==> src/rtl/uart_alu_interface.sv <==
// uart_alu_interface: collects operand A, operand B and opcode bytes from the
// UART receiver, publishes them atomically to the ALU, captures the result one
// cycle later and sends it back through the UART transmitter.
module uart_alu_interface #(
    parameter int NB_INTERFACE_DATA = 8,
    parameter int NB_INTERFACE_OP   = 6,
    parameter int TIMEOUT_CYCLES    = 20000
) (
    input  logic                         i_clk,
    input  logic                         i_reset_n,
    input  logic [NB_INTERFACE_DATA-1:0] i_rx_data,
    input  logic                         i_rx_done,
    input  logic [NB_INTERFACE_DATA-1:0] i_alu_res,
    input  logic                         i_tx_done,
    output logic [NB_INTERFACE_DATA-1:0] o_data_A,
    output logic [NB_INTERFACE_DATA-1:0] o_data_B,
    output logic [NB_INTERFACE_OP-1:0]   o_OP,
    output logic [NB_INTERFACE_DATA-1:0] o_tx_data,
    output logic                         o_tx_start,
    output logic                         o_timeout,
    output logic                         o_overrun
);

    // Counter only needs to reach TIMEOUT_CYCLES-1.
    localparam int NB_CNT = (TIMEOUT_CYCLES > 2) ? $clog2(TIMEOUT_CYCLES) : 1;
    localparam logic [NB_CNT-1:0] CNT_LAST = NB_CNT'(TIMEOUT_CYCLES - 1);

    typedef enum logic [2:0] {
        WAIT_A,
        WAIT_B,
        WAIT_OP,
        LOAD_RES,
        WAIT_TX
    } state_t;

    state_t                   state;
    state_t                   next_state;
    logic [NB_INTERFACE_DATA-1:0] hold_a;
    logic [NB_INTERFACE_DATA-1:0] hold_b;
    logic [NB_CNT-1:0]        idle_cnt;

    logic load_a;
    logic load_b;
    logic publish;
    logic load_res;
    logic timeout_hit;
    logic overrun_set;
    logic cnt_run;

    // State register.
    always_ff @(posedge i_clk or negedge i_reset_n) begin
        // NOTE: sequential state uses non-blocking assignments so every
        // register samples the pre-edge values of its sources.
        if (!i_reset_n) begin
            state <= WAIT_A;
        end else begin
            state <= next_state;
        end
    end

    // Next-state and per-cycle control strobes; a byte always beats the timeout.
    always_comb begin
        // NOTE: every output of this block gets a default first, so no path
        // leaves a signal unassigned and no latch is inferred.
        next_state  = state;
        load_a      = 1'b0;
        load_b      = 1'b0;
        publish     = 1'b0;
        load_res    = 1'b0;
        timeout_hit = 1'b0;
        overrun_set = 1'b0;
        cnt_run     = 1'b0;

        case (state)
            WAIT_A: begin
                if (i_rx_done) begin
                    load_a     = 1'b1;
                    next_state = WAIT_B;
                end
            end
            WAIT_B: begin
                if (i_rx_done) begin
                    load_b     = 1'b1;
                    next_state = WAIT_OP;
                end else if (idle_cnt == CNT_LAST) begin
                    timeout_hit = 1'b1;
                    next_state  = WAIT_A;
                end else begin
                    cnt_run = 1'b1;
                end
            end
            WAIT_OP: begin
                if (i_rx_done) begin
                    publish    = 1'b1;
                    next_state = LOAD_RES;
                end else if (idle_cnt == CNT_LAST) begin
                    timeout_hit = 1'b1;
                    next_state  = WAIT_A;
                end else begin
                    cnt_run = 1'b1;
                end
            end
            LOAD_RES: begin
                load_res    = 1'b1;
                overrun_set = i_rx_done;
                next_state  = WAIT_TX;
            end
            WAIT_TX: begin
                overrun_set = i_rx_done;
                if (i_tx_done) begin
                    next_state = WAIT_A;
                end
            end
            default: begin
                next_state = WAIT_A;
            end
        endcase
    end

    // Inter-byte idle counter: runs only while waiting inside a frame.
    always_ff @(posedge i_clk or negedge i_reset_n) begin
        if (!i_reset_n) begin
            idle_cnt <= '0;
        end else if (cnt_run) begin
            idle_cnt <= idle_cnt + NB_CNT'(1);
        end else begin
            idle_cnt <= '0;
        end
    end

    // Partial-frame holding registers; they never drive the ALU directly.
    always_ff @(posedge i_clk or negedge i_reset_n) begin
        if (!i_reset_n) begin
            hold_a <= '0;
            hold_b <= '0;
        end else begin
            if (load_a) hold_a <= i_rx_data;
            if (load_b) hold_b <= i_rx_data;
        end
    end

    // ALU operands and opcode change together, only when a frame completes.
    always_ff @(posedge i_clk or negedge i_reset_n) begin
        if (!i_reset_n) begin
            o_data_A <= '0;
            o_data_B <= '0;
            o_OP     <= '0;
        end else if (publish) begin
            o_data_A <= hold_a;
            o_data_B <= hold_b;
            o_OP     <= i_rx_data[NB_INTERFACE_OP-1:0];
        end
    end

    // Result capture and transmit request, one cycle after publishing.
    always_ff @(posedge i_clk or negedge i_reset_n) begin
        if (!i_reset_n) begin
            o_tx_data  <= '0;
            o_tx_start <= 1'b0;
        end else begin
            o_tx_start <= load_res;
            if (load_res) o_tx_data <= i_alu_res;
        end
    end

    // Status flags: timeout is a single-cycle pulse, overrun is sticky.
    always_ff @(posedge i_clk or negedge i_reset_n) begin
        if (!i_reset_n) begin
            o_timeout <= 1'b0;
            o_overrun <= 1'b0;
        end else begin
            o_timeout <= timeout_hit;
            if (overrun_set) o_overrun <= 1'b1;
        end
    end

endmodule

==> config.mk <==
export PLATFORM = sky130hd
export DESIGN_NAME = uart_alu_interface
export DESIGN_NICKNAME = d
export VERILOG_FILES = /design/src/rtl/uart_alu_interface.sv
export SDC_FILE = /design/constraint.sdc
export NUM_CORES = 1
export LEC_CHECK = 0
export CAP_MARGIN = 25
export CORE_MARGIN = 2
export CORE_UTILIZATION = 30
export DETAILED_ROUTE_END_ITERATION = 8
export GPL_TIMING_DRIVEN = 0
export SLEW_MARGIN = 40
export SYNTH_ARGS = -nofsm -noshare
export SYNTH_HDL_FRONTEND = slang
export SYNTH_SLANG_ARGS = --single-unit
==> constraint.sdc <==
create_clock -name i_clk -period 5.33 [get_ports i_clk]
set_input_delay 1.066 -clock i_clk [delete_from_list [all_inputs] [get_ports i_clk]]
set_output_delay 1.066 -clock i_clk [all_outputs]
set_load 0.005 [all_outputs]
# Yosys cells after proc, flatten, opt, wreduce, memory -nomap -nowiden
# Index checks and enable logic that the tools add are counted.
[word_totals] latch_bits=0 out_inout_bits=33 word_cells=42 register_bits=67 inputBits=20 n_memories=0 rom_bits=0 mem_bits_rw=0
[op_classes] n_div=0 muxes=19 multipliers=0 shift=0 n_eq_ne=7 reduce_logical=4 add_sub_neg=1 bitwise_logic=0 n_lt_le_gt_ge=0
[op_table] cell="$add A15 B1 Y15 const B" count=1
[op_table] cell="$eq A15 B15 Y1 const B" count=1
[op_table] cell="$mux W15" count=1
[op_table] cell="$mux W3" count=5
[op_table] cell="$pmux W3 S5" count=1
[op_table] cell="$mux W1" count=12
[op_table] cell="$eq A3 B2 Y1 const B" count=2
[op_table] cell="$ne A2 B2 Y1 const B" count=2
[op_table] cell="$reduce_or A2 Y1" count=2
[op_table] cell="$eq A3 B1 Y1 const B" count=1
[op_table] cell="$eq A3 B3 Y1 const B" count=1
[op_table] cell="$logic_not A3 Y1" count=1
[op_table] cell="$reduce_and A2 Y1" count=1

# Longest topological paths before layout
# Gate-level depths: netlist (run 1).
[logic_depth] word_depth=5 ltp_mapped=6 mapped_depth_nobuf=5

# Worst setup path after synthesis (run 1)
# OpenSTA, ideal clock, no wires.
[synth_path] path_kind="in2reg" from="input i_rx_done" to="register hold_b[0]" setup_time_ps=125 t_arrival_ps=1983 stages=3 slack_ps=3222 n_path_buf=0 required_ps=5205 path_cell_list="nand2b_1 nor3b_2 mux2_2"
[synth_via] elab_chain_len=2
[synth_rtl] item="start, declared" line="12" source="input logic i_rx_done,"
[synth_rtl] item="$mux W1" line="82" source="if (i_rx_done) begin"
[synth_rtl] item="$mux W1" line="74" source="case (state)"
[synth_rtl] item="end signal, assigned" line="138" source="if (load_b) hold_b <= i_rx_data;"
[synth_rtl] item="end, declared" line="39" source="logic [NB_INTERFACE_DATA-1:0] hold_b;"
# No other way between the ends.
# A chain may end at the register's enable or synchronous reset.

# Final worst setup path (run 1)
[layout_path] from="input i_rx_done" to="register o_OP[4]"
[layout_via] elab_chain_len=2
[layout_rtl] item="$mux W1" line="93" source="if (i_rx_done) begin"
[layout_rtl] item="$mux W1" line="74"
[layout_rtl] item="end signal, assigned" line="151" source="o_OP <= i_rx_data[NB_INTERFACE_OP-1:0];"
[layout_rtl] item="end, declared" line="17" source="output logic [NB_INTERFACE_OP-1:0] o_OP,"
# No other way between the ends.

==> flow_summary.yaml, run 1 <==
status:
  status: "completed"
worst_setup_path:
  crit_path_top_delay_cell: "clkdlybuf4s50_1"
  start_kind: "input pin"
  crit_type: "in -> reg"
  cp-end-kind: "flop"
  reg2reg_from: "idle_cnt[5]$_DFF_PN0_"
  path_cells: "clkdlybuf4s50_1 > nand2b_1 > nor2_1 > buf_2 > mux2_2"
  crit_fanout: 10
  cp_slowest_stage_delay_ps: 550
  cp.required_ps: 5540
  cp-startpoint: "i_rx_done"
  arrival_ps: 2860
layout:
  antenna_cells: 0
  syn_to_final_growth_pct: 32.1
  layout-drive-gt1-share_pct: 22.5
  fin_nets: 296
  fillers: 831
sta:
  clock_skew_ps: 7.72
  setup_viol: 0
  tightest_slew_ps: 774
  max_freq_mhz: 378
  rsz0062_at_grt: "false"
  holdWs_ps: 456
  slew_violations: 0
  finalCriticalPeriod_ps: 2650
  relSlewSlack_pct: 48.2
  finalHoldViolations: 0
  setup_tns_ps: 0
  finalCritPeriodShare_pct: 49.6
detailed_routing:
  top_layer: "met4"
  wl_met1_um: 2380
  wl_met2_um: 2350
  wl_per_cell_um: 13.1
  antenna_left: 0
  via_per_inst: 4.48
  drt_iter0_drc: 49
  route.met3.wl_um: 239
  vias: 1740
  first_pass_iters: 3
  drcViolationCount: 0
  totalWireLength_um: 5090
floorplanning:
  fp.dieW_um: 99.0
  io_pins: 53
  rows: 34
  coreArea_sq_mm: 0.00872
  start_util_pct: 31.1
  dieArea_sq_mm: 0.00981
  die_h_um: 99.0
cts:
  cts_buffer_depth: 2
  cts_setup_buffers: 0
  path_clk_slew_ps: 70
  h-tree-depth: 3
  numCtsBuffers: 9
  worstSkewPairLatency_ps: 330
  root_buffer: "clkbuf_8"
  cts_sinks: 67
  cts_hold_buf: 0
  cts_tree: "yes"
  post_cts_resized: 0
synth:
  yosysMostFrequentCell: "dfrtp_1"
  syn_avg_cell_area_sq_um: 12.8
  synth.area.top_cells: "dfrtp_1 62%, mux2_2 16%, nand2_1 4.3%, nor2_1 2.9%, xor2_1 2.3%"
  synth_area_sq_mm: 0.00271
  yosys.area.top_type: "dfrtp_1"
  synth_common_cells: "67 x dfrtp_1, 38 x mux2_2, 31 x nand2_1, 21 x nor2_1, 7 x xor2_1"
  ys_seq_area_share_pct: 61.9
  synth-async-reset-ratio_pct: 100
  ys_types: 31
  netlist_instances: 211
  ys_ff_latch: 67
  synth_nets: 232
  synth.top_cell.area_share_pct: 61.9
  yosysWarnings: 0
  synth_ff_type: "dfrtp_1"
  synth_edf_count: 0
power:
  p_leak_nw: 1.52
  power_frac_seq_pct: 43.5
  swShare_pct: 28.2
  comb_power_share_pct: 34.7
  vdd_ir_drop_max_uv: 165
  total_power_mw: 1.87
  p_sw_mw: 0.528
  power_density_mw_per_mm2: 523
  p_clk_share_pct: 21.8
  p_int_mw: 1.35
hold_path:
  min_path_type: "reg -> reg"
  hp-start: "o_overrun$_DFFE_PN0P_"
grt:
  antenna_found_initial: 0
  grtUsageTotal_pct: 11.6
  overflow: 0
  grt_max_degree: 37
  grt_pass1_wl_um: 8860
  grt_pass1_vias: 1849
place:
  dp_hpwl_um: 3630
  port-buffer-count: 52
  gp_congestion: 0.742
flow_run:
  cap_violations: 0
kinds of logic (layout without fill, tap and decap cells):
kind of cell	count (synthesis)	in the layout	share of synthesized area, %
buf+inv	7	76	1.48
compound gates	4	4	1.15
fa+ha+maj	1	1	0.462
mux	38	38	15.8
flops	67	67	61.9
xor+xnor	13	13	4.20
simple gates	81	81	15.1
placed cells by master (no fill, tap or decap), drive strengths merged, types with 2 or more instances in the layout:
master          n
clkdlybuf4s50  51
xor2            7
clkinv          4
and4            3
nor4            3
inv             3
nand3           7
buf             5
nand2          31
xnor2           6
dfrtp          67
mux2           38
nor3            2
nor2           21
nand2b          3
nand4           5
clkbuf         11
final cells by class:
class / instances / area (sq um) / share of cell area [%]
inverter: 3 / 11.3 / 0.315
buffer: 4 / 28.8 / 0.804
sequential: 67 / 1680 / 46.8
clock buffer: 10 / 128 / 3.57
clock inverter: 6 / 65.1 / 1.82
tap: 108 / 135 / 3.77
timing repair buffer: 53 / 542 / 15.1
multi-input combinational: 137 / 993 / 27.8
stage by stage:
| stage | setup WS [ps] | cell area (sq um) | instances | util (%) |
|---|---|---|---|---|
| floorplan | 3220 | 2710 | 211 | - |
| global placement | 948 | 3370 | 371 | 38.6 |
| CTS | 2680 | 3580 | 388 | 41.0 |
| finish | 2680 | 3580 | 388 | 41.0 |
| detailed placement | 2320 | 3390 | 372 | 38.8 |
| global route | 2560 | 3580 | 388 | 41.0 |
per-layer routing:
| metal | up-vias | global-route usage [%] |
|---|---|---|
| met5 | - | 0 |
| met4 | 0 | 6.01 |
| met3 | 10 | 2.70 |
| met2 | 36 | 18.1 |
| met1 | 841 | 15.0 |
| li1 | 853 | - |
path summary, 6_finish.rpt:
| path | depth (start not counted) | end | slack [ps] |
|---|---|---|---|
| setup / recovery | 5 | o_OP[4]$_DFFE_PN0P_ | 2680 |
| hold / removal | 1 | o_overrun$_DFFE_PN0P_ | 460 |
| setup reg to reg | 5 | idle_cnt[7]$_DFF_PN0_ | 3360 |
| hold reg to reg | 1 | o_overrun$_DFFE_PN0P_ | 460 |
| max in group asynchronous | 2 | o_data_B[3]$_DFFE_PN0P_ | 4250 |
| min in group asynchronous | 1 | o_data_B[7]$_DFFE_PN0P_ | 590 |
power by group through the flow:
stage	registers, mW	clock network, mW	logic [mW]
after CTS	0.820	0.427	0.667
after global placement	0.822	0	0.647
after global routing	0.846	0.450	0.719
final	0.815	0.408	0.650
after detailed placement	0.829	0	0.666
after floorplan	0.821	0	0.319
critical path, delay by kind of cell:
| kind | cells | cell delay, ps |
|---|---|---|
| buffers and inverters | 2 | 910 |
| and+or+nand+nor | 2 | 500 |
| muxes | 1 | 380 |
sequential cells by signal, indices dropped and copies added, names as in the netlist:
signal and count:
o_timeout 1, o_overrun 1, hold_b 8, o_tx_data 8
idle_cnt 15, hold_a 8, state 3, o_data_B 8
o_data_A 8, o_OP 6, o_tx_start 1
Power figures use the tool's default switching activity.
==> run 2: changes to the inputs <==
clock period = 2.2 ns   (was 5.33 ns; I/O delays follow)
==> flow_summary.yaml, run 2 (same netlist as run 1, synthesis figures left out) <==
worst_setup_path:
  cp-end-kind: "flop"
  crit_type: "in -> reg"
  arrival_ps: 2230
  cp.required_ps: 2410
  crit_fanout: 10
  start_kind: "input pin"
  r2r_slack_ps: 220
detailed_routing:
  totalWireLength_um: 5120
  wl_per_cell_um: 13.2
  vias: 1755
  first_pass_iters: 4
  drcViolationCount: 0
  drt_iter0_drc: 35
  via_per_inst: 4.51
  antenna_left: 0
sta:
  relSlewSlack_pct: 48.2
  tightest_slew_ps: 774
  rsz0062_at_grt: "false"
  holdWs_ps: 456
  slew_violations: 0
  max_freq_mhz: 495
  setup_viol: 0
  finalCritPeriodShare_pct: 91.8
  worst_slack_ps: 181
  finalHoldViolations: 0
  finalCriticalPeriod_ps: 2020
  clock_skew_ps: 7.72
layout:
  syn_to_final_growth_pct: 32.5
  antenna_cells: 0
  largest-register: "idle_cnt"
  final_core_util_pct: 41.2
  final_common_cell: "dfrtp_1"
  fin_nets: 297
  layout_common_cells: "67 x dfrtp_1, 51 x clkdlybuf4s50_1, 38 x mux2_2, 31 x nand2_1, 21 x nor2_1"
  layout-drive-gt1-share_pct: 22.4
  largest_reg_flops: 15
  finalNonFillerCells: 389
grt:
  grt_pass1_vias: 1859
  antenna_found_initial: 0
  overflow: 0
  grt_pass1_wl_um: 8900
  grtUsageTotal_pct: 11.6
  grt_max_degree: 37
floorplanning:
  dieArea_sq_mm: 0.00981
  die_h_um: 99.0
  coreArea_sq_mm: 0.00872
  rows: 34
  start_util_pct: 31.1
  io_pins: 53
  fp.dieW_um: 99.0
place:
  dp_hpwl_um: 3630
  gp_congestion: 0.742
  port-buffer-count: 52
  dp.cells: 372
  dp_worst_setup_slack_ps: -186
status:
  status: "completed"
cts:
  cts_tree: "yes"
  path_clk_slew_ps: 70
  root_buffer: "clkbuf_8"
  h-tree-depth: 3
  numCtsBuffers: 9
  cts_buffer_depth: 2
  cts_sinks: 67
  worstSkewPairLatency_ps: 330
  cts_hold_buf: 1
  cts_setup_buffers: 0
  post_cts_resized: 0
power:
  vdd_ir_drop_max_uv: 401
  p_leak_nw: 1.52
  power_density_mw_per_mm2: 1260
hold_path:
  min_path_type: "reg -> reg"
flow_run:
  cap_violations: 0
[run 2: worst max-delay path, cell delays in order]
cell and delay [ps]:
clkdlybuf4s50_1 550, nand2b_1 140, nor2_1 360, buf_2 360, mux2_2 380
[run 2: power by group]
part	switching (mW)	internal, mW
logic	0.558	1.02
clock network	0.463	0.525
registers	0.258	1.72
[run 2: layout make-up]
type	count	area, sq um
Multi-Input combinational cell	137	993
Sequential cell	67	1680
Inverter	3	11.3
Tap cell	108	135
Clock buffer	10	128
Clock inverter	6	65.1
Fill cell	830	5130
Buffer	4	28.8
Timing Repair Buffer	54	552
[run 2: per-stage QoR]
step | total power [mW] | TNS [ps] | cell area (sq um)
6_report | 4.54 | 0 | 3590
2_1_floorplan | 2.76 | 0 | 2710
5_1_grt | 4.88 | 0 | 3590
3_5_place_dp | 3.62 | -4610 | 3390
3_3_place_gp | 3.56 | -108250 | 3370
4_1_cts | 4.64 | 0 | 3590
[run 2: path summary, 6_finish.rpt]
kind / startpoint / end / depth (start not counted)
hold / removal: o_overrun$_DFFE_PN0P_ / o_overrun$_DFFE_PN0P_ / 1
setup / recovery: i_rx_done / o_OP[4]$_DFFE_PN0P_ / 5
hold reg to reg: o_overrun$_DFFE_PN0P_ / o_overrun$_DFFE_PN0P_ / 1
max in group asynchronous: i_reset_n / o_data_B[3]$_DFFE_PN0P_ / 3
setup reg to reg: idle_cnt[5]$_DFF_PN0_ / idle_cnt[7]$_DFF_PN0_ / 5
min in group asynchronous: i_reset_n / o_data_B[7]$_DFFE_PN0P_ / 2
[run 2: routing by layer]
layer	vias up	wire length [um]	GRT usage (%)
met3	10	246	2.70
li1	855	-	-
met4	0	119	6.01
met5	-	0	0
met2	42	2370	18.2
met1	848	2380	15.0
==> run 3: changes to the inputs <==
ABC_AREA = 1   (was unset)
CTS_BUF_LIST = sky130_fd_sc_hd__clkbuf_4 sky130_fd_sc_hd__clkbuf_8   (was unset)
clock period = 2 ns   (was 2.2 ns; I/O delays follow)
==> flow_summary.yaml, run 3 <==
layout:
  fillers: 965
  antenna_cells: 0
  layout-drive-gt1-share_pct: 11.8
  finalInstanceArea_sq_mm: 0.00377
  final_common_cell: "nand2_1"
  syn_to_final_growth_pct: 31.2
  fin_nets: 406
  layout_common_cells: "124 x nand2_1, 67 x dfrtp_1, 51 x clkdlybuf4s50_1, 24 x inv_1, 23 x nor2_1"
  seq_area_sq_mm: 0.00168
  largest-register: "idle_cnt"
  finalNonFillerCells: 519
  largest_reg_flops: 15
  multiInputGateArea_sq_mm: 0.00104
synth:
  synth.top_cell.area_share_pct: 58.3
  ys_seq_area_share_pct: 58.3
  syn_avg_cell_area_sq_um: 8.99
  ys_types: 26
  yosysMostFrequentCell: "nand2_1"
  synth-async-reset-ratio_pct: 100
  synth.area.top_cells: "dfrtp_1 58%, nand2_1 16%, o21ai_0 3.1%, inv_1 3.1%, nor2_1 3.0%"
  synth_area_sq_mm: 0.00288
  yosys.area.top_type: "dfrtp_1"
  synth_common_cells: "124 x nand2_1, 67 x dfrtp_1, 24 x inv_1, 23 x nor2_1, 18 x o21ai_0"
  synth_edf_count: 0
  synth_nets: 341
  yosysWarnings: 0
  ys_ff_latch: 67
  synth_ff_type: "dfrtp_1"
  netlist_instances: 320
floorplanning:
  die_h_um: 102
  dieArea_sq_mm: 0.0104
  rows: 35
  fp.dieW_um: 102
  coreArea_sq_mm: 0.00928
  io_pins: 53
  start_util_pct: 31.0
detailed_routing:
  antenna_left: 0
  vias: 2193
  totalWireLength_um: 5860
  via_per_inst: 4.23
  first_pass_iters: 4
  drcViolationCount: 0
  drt_iter0_drc: 86
  wl_per_cell_um: 11.3
sta:
  finalCritPeriodShare_pct: 81.8
  rsz0062_at_grt: "false"
  tightest_slew_ps: 293
  slew_violations: 0
  finalCriticalPeriod_ps: 1640
  relSlewSlack_pct: 80.5
  max_freq_mhz: 611
  clock_skew_ps: 12.0
  worst_slack_ps: 365
  setup_viol: 0
  finalHoldViolations: 0
  setup_tns_ps: 0
grt:
  grt_max_degree: 60
  grtUsageTotal_pct: 12.4
  grt_pass1_vias: 2102
  overflow: 0
  grt_pass1_wl_um: 9850
  antenna_found_initial: 0
cts:
  worstSkewPairLatency_ps: 350
  root_buffer: "clkbuf_8"
  numCtsBuffers: 9
  h-tree-depth: 3
  path_clk_slew_ps: 90
  cts_buffer_depth: 2
  cts_sinks: 67
  cts_tree: "yes"
worst_setup_path:
  crit_path_top_delay_cell: "clkdlybuf4s50_1"
  path_cells: "clkdlybuf4s50_1"
  cp-end-kind: "primary output"
  arrival_ps: 1240
  start_kind: "flop"
  crit_family: "buffers and inverters"
  crit_type: "reg -> out"
  cp.required_ps: 1600
  crit_fanout: 2
  critPathBufInv: 1
  cp_slowest_stage_delay_ps: 520
place:
  dpl_cell_area_sq_mm: 0.00359
  dp_worst_setup_slack_ps: 107
  dp_hpwl_um: 4180
  port-buffer-count: 52
  dp.cells: 502
  gp_congestion: 0.788
power:
  power_density_mw_per_mm2: 1250
  total_power_mw: 4.73
  vdd_ir_drop_max_uv: 518
  p_leak_nw: 1.77
status:
  status: "completed"
flow_run:
  cap_violations: 0
hold_path:
  min_path_type: "in -> async"
## run 3: cell count changes after synthesis, moves of 6 or more
cell	previous run	this run
o21ai_0	1	18
o21ai_1	0	6
nor2_2	0	12
nand2_1	31	124
inv_1	2	24
mux2_2	38	0
## run 3: worst paths after layout
path                                  startpoint                      end  slack (ps)  depth (start not counted)
min reg2reg                hold_b[6]$_DFFE_PN0P_  o_data_B[6]$_DFFE_PN0P_         460                          2
max in group asynchronous              i_reset_n    idle_cnt[9]$_DFF_PN0_        1100                          3
min in group i_clk         hold_b[6]$_DFFE_PN0P_  o_data_B[6]$_DFFE_PN0P_         460                          2
max                          o_OP[3]$_DFFE_PN0P_                  o_OP[3]         360                          1
max reg2reg                idle_cnt[0]$_DFF_PN0_   idle_cnt[12]$_DFF_PN0_         380                          7
min                                    i_reset_n  o_data_A[2]$_DFFE_PN0P_         400                          2
## run 3: layout make-up
| class | count | share of cell area [%] |
|---|---|---|
| multi-input combinational | 219 | 27.5 |
| clock buffer | 9 | 3.28 |
| tap | 129 | 4.28 |
| timing repair buffer | 54 | 14.8 |
| clock inverter | 7 | 1.39 |
| sequential | 67 | 44.4 |
| inverter | 28 | 2.85 |
| buffer | 6 | 1.46 |
## run 3: cells by family after synthesis
kind of cell               share of synthesized area [%]
adders and majority gates                          0.435
buffers and inverters                               5.66
and+or+nand+nor                                     27.3
AOI/OAI and AO/OA                                   4.96
xor gates and xnor gates                            3.35
DFF                                                 58.3
## run 3: layer usage
| metal | up-vias | share of wire [%] | GRT usage [%] |
|---|---|---|---|
| met2 | 33 | 47 | 18.5 |
| met5 | - | 0 | 0 |
| li1 | 1123 | - | - |
| met3 | 7 | 3.1 | 3.21 |
| met1 | 1030 | 48 | 16.6 |
| met4 | 0 | 2.1 | 6.77 |
## run 3: where the power goes
part / leakage (nW) / internal [mW] / switching (mW)
sequential: 0.864 / 1.84 / 0.275
combinational: 0.809 / 0.853 / 0.752
clock: 0.0953 / 0.460 / 0.555
## run 3: what timing repair did
item | CTS | global route
setup buffers | 0 | 0
gates resized for setup | 0 | 0
endpoints found under the hold margin | 8 | 0
hold buffers | 1 | 0
## run 3: through the flow
step                hold WS [ps]  utilization [%]
detailed placement           208             38.6
global placement             456             38.3
CTS                          390             40.6
floorplan                    104                -
global route                 399             40.6
finish                       401             40.6
